--- src/rtl/sprite_blitter.sv ---
// sprite_blitter: copies one IMG_W x IMG_H image ROM to the framebuffer per start pulse, with clipping.
// Define SPRITE_BLITTER_TRANSPARENT_EN to suppress plots of TRANSPARENT_COLOUR pixels.
module sprite_blitter #(
   parameter int IMG_W = 50,
   parameter int IMG_H = 40,
   parameter int SCREEN_W = 160,
   parameter int SCREEN_H = 120,
   parameter int X_W = 8,
   parameter int Y_W = 7,
   parameter int COLOUR_W = 3,
   parameter int N_IMG = 3,
   parameter int ROM_LAT = 1,
   parameter int FB_ADDR_W = 15,
   parameter int TRANSPARENT_COLOUR = 0,
   localparam int ROM_ADDR_W = $clog2(IMG_W * IMG_H),
   localparam int SEL_W = (N_IMG > 1) ? $clog2(N_IMG) : 1
) (
   input  logic                      clk,
   input  logic                      reset,
   input  logic                      start,
   input  logic [SEL_W-1:0]          img_sel,
   input  logic [X_W-1:0]            origin_x,
   input  logic [Y_W-1:0]            origin_y,
   output logic [ROM_ADDR_W-1:0]     rom_addr,
   input  logic [N_IMG*COLOUR_W-1:0] rom_data,
   output logic [X_W-1:0]            dataX,
   output logic [Y_W-1:0]            dataY,
   output logic [FB_ADDR_W-1:0]      writeToMemAddress,
   output logic [COLOUR_W-1:0]       colour,
   output logic                      plot,
   output logic                      busy,
   output logic                      done
);
   localparam int CW = $clog2(IMG_W + 1);
   localparam int RW = $clog2(IMG_H + 1);
`ifdef SPRITE_BLITTER_TRANSPARENT_EN
   localparam bit KEY_EN = 1'b1;
`else
   localparam bit KEY_EN = 1'b0;
`endif

   typedef enum logic [1:0] {IDLE, SCAN, DRAIN} state_t;
   state_t state, state_n;

   logic [SEL_W-1:0] sel;
   logic [X_W-1:0] ox;
   logic [Y_W-1:0] oy;
   logic [CW-1:0] col;
   logic [RW-1:0] row;
   logic [ROM_LAT-1:0] pv;
   logic [CW-1:0] pcol [ROM_LAT];
   logic [RW-1:0] prow [ROM_LAT];
   logic out_v, last_col, last, vis;
   logic [X_W:0] x;
   logic [Y_W:0] y;
   logic [COLOUR_W-1:0] pix;

   assign last_col = col == CW'(IMG_W - 1);
   assign last = last_col && row == RW'(IMG_H - 1);
   // tokens leave the pipeline in step with the ROM data for their address
   assign x = {1'b0, ox} + (X_W + 1)'(pcol[ROM_LAT-1]);
   assign y = {1'b0, oy} + (Y_W + 1)'(prow[ROM_LAT-1]);
   assign vis = 32'(x) < SCREEN_W && 32'(y) < SCREEN_H && !(KEY_EN && pix == COLOUR_W'(TRANSPARENT_COLOUR));
   assign busy = state != IDLE;

   always_comb begin
      pix = '0;
      for (int i = 0; i < N_IMG; i++)
         if (SEL_W'(i) == sel) pix = rom_data[i*COLOUR_W +: COLOUR_W];
   end

   always_comb begin
      state_n = state;
      done = 1'b0;
      case (state)
         IDLE: state_n = start ? SCAN : IDLE;
         SCAN: state_n = last ? DRAIN : SCAN;
         DRAIN: begin
            done = !(|pv) && !out_v;
            state_n = done ? IDLE : DRAIN;
         end
         default: state_n = IDLE;
      endcase
   end

   always_ff @(posedge clk or posedge reset)
      if (reset) state <= IDLE;
      else state <= state_n;

   always_ff @(posedge clk or posedge reset) begin
      if (reset) begin
         sel <= '0;
         ox <= '0;
         oy <= '0;
         col <= '0;
         row <= '0;
         rom_addr <= '0;
         pv <= '0;
      end else begin
         if (state == IDLE && start) begin
            sel <= img_sel;
            ox <= origin_x;
            oy <= origin_y;
            col <= '0;
            row <= '0;
            rom_addr <= '0;
         end else if (state == SCAN) begin
            col <= last_col ? '0 : col + CW'(1);
            row <= last_col ? row + RW'(1) : row;
            rom_addr <= rom_addr + ROM_ADDR_W'(1);
         end
         pv <= ROM_LAT'({pv, state == SCAN});
      end
   end

   always_ff @(posedge clk) begin
      pcol[0] <= col;
      prow[0] <= row;
      for (int i = 1; i < ROM_LAT; i++) begin
         pcol[i] <= pcol[i-1];
         prow[i] <= prow[i-1];
      end
   end

   always_ff @(posedge clk or posedge reset) begin
      if (reset) begin
         out_v <= 1'b0;
         plot <= 1'b0;
         dataX <= '0;
         dataY <= '0;
         writeToMemAddress <= '0;
         colour <= '0;
      end else begin
         out_v <= pv[ROM_LAT-1];
         plot <= pv[ROM_LAT-1] && vis;
         if (pv[ROM_LAT-1]) begin
            dataX <= x[X_W-1:0];
            dataY <= y[Y_W-1:0];
            writeToMemAddress <= FB_ADDR_W'(32'(y) * SCREEN_W + 32'(x));
            colour <= pix;
         end
      end
   end
endmodule
--- config.mk ---
export PLATFORM = sky130hd
export DESIGN_NAME = sprite_blitter
export DESIGN_NICKNAME = d
export VERILOG_FILES = /design/src/rtl/sprite_blitter.sv
export SDC_FILE = /design/constraint.sdc
export NUM_CORES = 1
export LEC_CHECK = 0
export ABC_CLOCK_PERIOD_IN_PS = 3600
export CELL_PAD_IN_SITES_DETAIL_PLACEMENT = 2
export CELL_PAD_IN_SITES_GLOBAL_PLACEMENT = 2
export CORE_UTILIZATION = 30
export DETAILED_ROUTE_END_ITERATION = 8
export PLACE_DENSITY = 0.79
export SLEW_MARGIN = 30
export SYNTH_ARGS = -nofsm -noshare
export SYNTH_HDL_FRONTEND = slang
export SYNTH_SLANG_ARGS = --single-unit
--- constraint.sdc ---
create_clock -name clk -period 3.6 [get_ports clk]
set_input_delay 0.54 -clock clk [delete_from_list [all_inputs] [get_ports clk]]
set_output_delay 0.54 -clock clk [all_outputs]
set_load 0.03 [all_outputs]
== Word level (Yosys, flattened, before mapping) ==
Memories as Yosys holds them, arrays and structs flattened.
Index checks and enable logic that the tools add are counted.

* Memories: 2
* Logic and storage cells: 60
* Input bits: 29
* Output and inout bits: 47
* RAM bits: 12
* Bits in registers: 78

* Eq/ne operators: 6
* Multipliers: 1
* $lt $le $gt $ge: 2
* Multiplexer cells: 16
* Add/subtract/negate cells: 6
* Reductions and logical operators: 13

{| class="wikitable"
|+ Memories
! memory !! depth !! width !! read ports !! clocked after memory_dff !! wr ports !! RTL line !! text
|-
| pcol || 1 || 6 || 1 || 0 || 1 || 51 || <nowiki>logic [CW-1:0] pcol [ROM_LAT];</nowiki>
|-
| prow || 1 || 6 || 1 || 0 || 1 || 52 || <nowiki>logic [RW-1:0] prow [ROM_LAT];</nowiki>
|}

{| class="wikitable"
|+ Operator list
! operator !! count
|-
| $mux W6 || 6
|-
| $mux W11 || 2
|-
| $add A15 B9 Y15 || 1
|-
| $add A6 B1 Y6 const B || 2
|-
| $eq A6 B6 Y1 const B || 2
|-
| $add A11 B1 Y11 const B || 1
|-
| $mul A8 B3 Y10 const B || 1
|-
| $add A8 B6 Y9 || 1
|-
| $lt A9 B8 Y1 const B || 1
|-
| $mux W3 || 3
|-
| $add A7 B6 Y8 || 1
|-
| $lt A8 B7 Y1 const B || 1
|-
| $pmux W2 S3 || 1
|-
| $reduce_bool A2 Y1 || 3
|-
| $logic_and A1 B1 Y1 || 5
|-
| $logic_not A2 Y1 || 2
|-
| $mux W2 || 2
|-
| $eq A1 B2 Y1 const A || 1
|-
| $eq A2 B1 Y1 const B || 1
|-
| $eq A2 B2 Y1 const A || 1
|-
| $eq A2 B2 Y1 const B || 1
|-
| $logic_not A1 Y1 || 2
|-
| $mux W1 || 2
|-
| $reduce_and A2 Y1 || 1
|}

== Depth between registers and ports, before layout ==
An unclocked memory read counts as a cell.

* Depth after elaboration: 5
* Depth in mapped cells: 18
* Gate-level depth less buffers: 18

== Worst setup path after synthesis ==
Ideal clock, no wire load.

* Path kind: reg-to-reg
* From: register oy[0]
* To: register writeToMemAddress[14]
* Setup slack: -0.178 ns
* Clock period less this slack: 3.778 ns
* Library setup time: 0.125 ns
* Data arrival time: 3.653 ns
* Stages on the path, launching flop included: 15
* Data required time: 3.475 ns
* Path buffers: 0
* Cell sequence: dfrtp_1 > ha_1 > fa_1 > a211o_1 > a21oi_1 > o311ai_4 > xor2_1 > ha_1 > o21ai_0 > or3b_2 > nand3_1 > xnor2_2 > a2111oi_4 > xnor2_1 > mux2_4

* Longest elaborated chain between the ends: 3

{| class="wikitable"
|+ Ends and longest elaborated chain
! what !! RTL line !! text
|-
| start, declared || 47 || <nowiki>logic [Y_W-1:0] oy;</nowiki>
|-
| start signal, assigned || 103 || <nowiki>oy <= origin_y;</nowiki>
|-
| $add A7 B6 Y8 || 62 || <nowiki>assign y = {1'b0, oy} + (Y_W + 1)'(prow[ROM_LAT-1]);</nowiki>
|-
| $mul A8 B3 Y10 || 139 || <nowiki>writeToMemAddress <= FB_ADDR_W'(32'(y) * SCREEN_W + 32'(x));</nowiki>
|-
| $add A15 B9 Y15 || 139 ||
|-
| end signal, assigned || 139 ||
|-
| end, declared || 28 || <nowiki>output logic [FB_ADDR_W-1:0] writeToMemAddress,</nowiki>
|}

Every way passes these cells.
A chain may end at the register's enable or synchronous reset.

== Final worst setup path ==
Ends and elaborated chain as after synthesis.

==> results.yml <==
job:
  drv_cap: 0
die:
  die_w_um: 125
  die-area_mm2: 0.0157
  ioPinCount: 76
  core_area_mm2: 0.0146
  initial_core_util_pct: 31.0
  die_h_um: 125
  row_count: 44
timing:
  setup_violations: 2
  worst_slew_pin_slew_ns: 0.646
  grt_setup_unrepaired: "yes"
  hold_viol: 0
  fin_skew_ns: 0.00806
  slew_headroom_pct: 56.9
  period_needed_ns: 3.73
  drv_slew: 0
  period_share_pct: 104
  max_freq_ghz: 0.268
  layout_setup_ws_ns: -0.127
cells_and_area:
  layout-drive-gt1-share_pct: 21.8
  layout_common_cells: "clkdlybuf4s50_1, nand2_1, dfrtp_1"
  stdcell_count: 762
  finish.utilization_pct: 43.1
  num_antenna_cells: 0
  fillers: 1541
  final_common_cell: "clkdlybuf4s50_1"
  layout.nets: 634
  syn_to_final_growth_pct: 38.7
synthesis:
  synth_edf_count: 0
  ys.flop_type: "dfrtp_1"
  syn_area_mm2: 0.00455
  yosys.area.top_type: "dfrtp_1"
  yosysUniqueCellTypes: 55
  synth-seq-cells: 85
  yosysTopAreaCellShare_pct: 40.2
  syn_nets: 523
  netlist_instances: 462
  synth-warning-count: 0
  postSynthAreaPerCell_um2: 9.84
  synthArstFlopShare_pct: 85.9
  seq_area_frac_synth_pct: 45.5
  yosys-top-cells-area: "dfrtp_1, ha_1, nand2_1"
worst_setup_path:
  critPathRequiredTime_ns: 3.84
  startpoint_type: "flop"
  cp.arrival_ns: 3.97
  crit_type: "flop to flop"
  cp_max_fo: 3
  critPathCaptureType: "flop"
detailed_routing:
  wl_per_cell_um: 18.5
  drt-initial-drc-count: 125
  ant_nets: 0
  wl_met3_um: 454
  drc: 8
  met1_length_um: 5970
  top_layer: "met4"
  dr_wl_met2_um: 7500
  vias_per_cell: 4.99
  routed_wirelength_um: 14100
  drtPass1Iterations: 8
  vias: 3802
grt:
  grtUsageTotal_pct: 18.7
  grt_pass1_wl_um: 22900
  grt_max_degree: 41
  antenna_found_initial: 0
  grt_pass1_vias: 4364
  grt-ovfl-total: 0
clock_tree:
  cts_buffers: 9
  clk_pin_slew_ns: 0.07
  root_buffer: "clkbuf_16"
  cts.htree.levels: 3
  cts_max_path_buffers: 2
  cts_tree: "done"
  numClockSinks: 85
  clk_latency_ns: 0.36
run_status:
  violations: "design-rule violations, negative setup slack"
  status: "finished, violations left"
worst_hold_path:
  hold_path_class: "flop to flop"
power_and_ir_drop:
  p_total_mw: 1.99
  peakVddDrop_mv: 0.210
  p_per_area_mw_per_mm2: 315
  p_leak_nw: 2.86
place:
  gp_congestion: 0.786
  numPortBuffers: 75
  dp_hpwl_um: 9710
  dp_cells: 737
==> routing by layer <==
| metal | global-route usage [%] | vias to the layer above |
|---|---|---|
| met5 | 0 | - |
| met4 | 6.38 | 0 |
| met3 | 4.49 | 15 |
| met2 | 34.0 | 62 |
| met1 | 21.4 | 1931 |
| li1 | - | 1794 |
==> cell usage after synthesis (all sizes together), types with 3 or more instances <==
cell	instances
nor2b	5
xor2	16
o31ai	3
a211oi	3
buf	9
dfrtp	73
dfxtp	12
a31oi	3
o21ai	26
nand2b	5
xnor2	17
nand3	8
fa	4
inv	21
nor2	37
nor3b	3
a21oi	25
and3	6
ha	28
o32ai	3
nand2	73
nand4	8
clkbuf	10
and2	5
a21o	5
mux2	18
mux2i	7
==> sequential cells by signal, summed over array words and instances (netlist names), 2 cells and up <==
| signal | flops |
|---|---|
| col | 6 |
| colour | 3 |
| dataX | 8 |
| dataY | 7 |
| ox | 8 |
| oy | 7 |
| pcol | 6 |
| prow | 6 |
| rom_addr | 11 |
| row | 6 |
| sel | 2 |
| state | 2 |
| writeToMemAddress | 10 |
==> final timing paths <==
check,startpoint,endpoint,slack [ns],cells past startpoint
hold reg to reg,row[5]$_DFFE_PP0P_,prow[0][5]$_DFF_P_,0.43,0
min in group asynchronous,reset,rom_addr[10]$_DFFE_PP0P_,0.60,2
hold / removal,row[5]$_DFFE_PP0P_,prow[0][5]$_DFF_P_,0.43,0
max in group asynchronous,reset,writeToMemAddress[11]$_DFFE_PP0P_,2.21,3
setup reg to reg,oy[0]$_DFFE_PP0P_,writeToMemAddress[14]$_DFFE_PP0P_,-0.13,14
setup / recovery,oy[0]$_DFFE_PP0P_,writeToMemAddress[14]$_DFFE_PP0P_,-0.13,14
==> through the flow <==
step	instance area [µm²]	hold slack (ns)	TNS [ns]	setup WS (ns)
5_1_grt	6310	0.450	-0.565	-0.273
4_1_cts	6180	0.431	-0.0804	-0.0804
3_3_place_gp	5740	0.405	-0.0754	-0.0754
3_5_place_dp	5740	0.416	-0.676	-0.244
6_report	6310	0.430	-0.182	-0.127
2_1_floorplan	4580	0.378	0	0.0122
==> cells by family after synthesis <==
kind of cell    after synthesis  share of synthesized area [%]
simple gates                163                           16.6
flops                        85                           45.5
compound gates               83                           12.1
buf+inv                      41                           3.83
xor+xnor                     33                           6.52
fa+ha+maj                    32                           9.47
mux                          25                           6.08
==> worst max-delay path, stage by stage, from the launching register on <==
cell and delay, ns:
dfrtp_1 0.40, ha_2 0.21, fa_2 0.41, a211o_1 0.35
a21oi_2 0.24, o311ai_4 0.13, xor2_1 0.18, ha_2 0.38
o21ai_1 0.14, o21ai_0 0.31, nand3_2 0.13, xnor2_2 0.19
a2111oi_4 0.21, xnor2_1 0.10, mux2_4 0.25
==> cell type report <==
type                       count  area (µm²)  share of cell area (%)
multi-input combinational    336        2540                    40.2
clock inverter                 6        70.1                    1.11
clock buffer                  10         239                    3.79
sequential                    85        2070                    32.8
inverter                      22        82.6                    1.31
tap                          184         230                    3.65
timing repair buffer         119        1080                    17.1
==> where the power goes <==
group          switching [mW]  internal (mW)  total (mW)  leakage [nW]
Combinational          0.0286         0.0328      0.0614          1.69
Sequential           0.000996          0.954       0.955          1.04
Clock                   0.412          0.560       0.973         0.141
==> what timing repair did <==
action                                  4_1_cts  5_1_grt
endpoints found under the setup margin        4        4
pin swaps                                    14       18
gates resized for setup                      25       18
buffers inserted                              3        6
hold buffers                                  0        0
No activity file was read; power rests on OpenSTA's default activity.
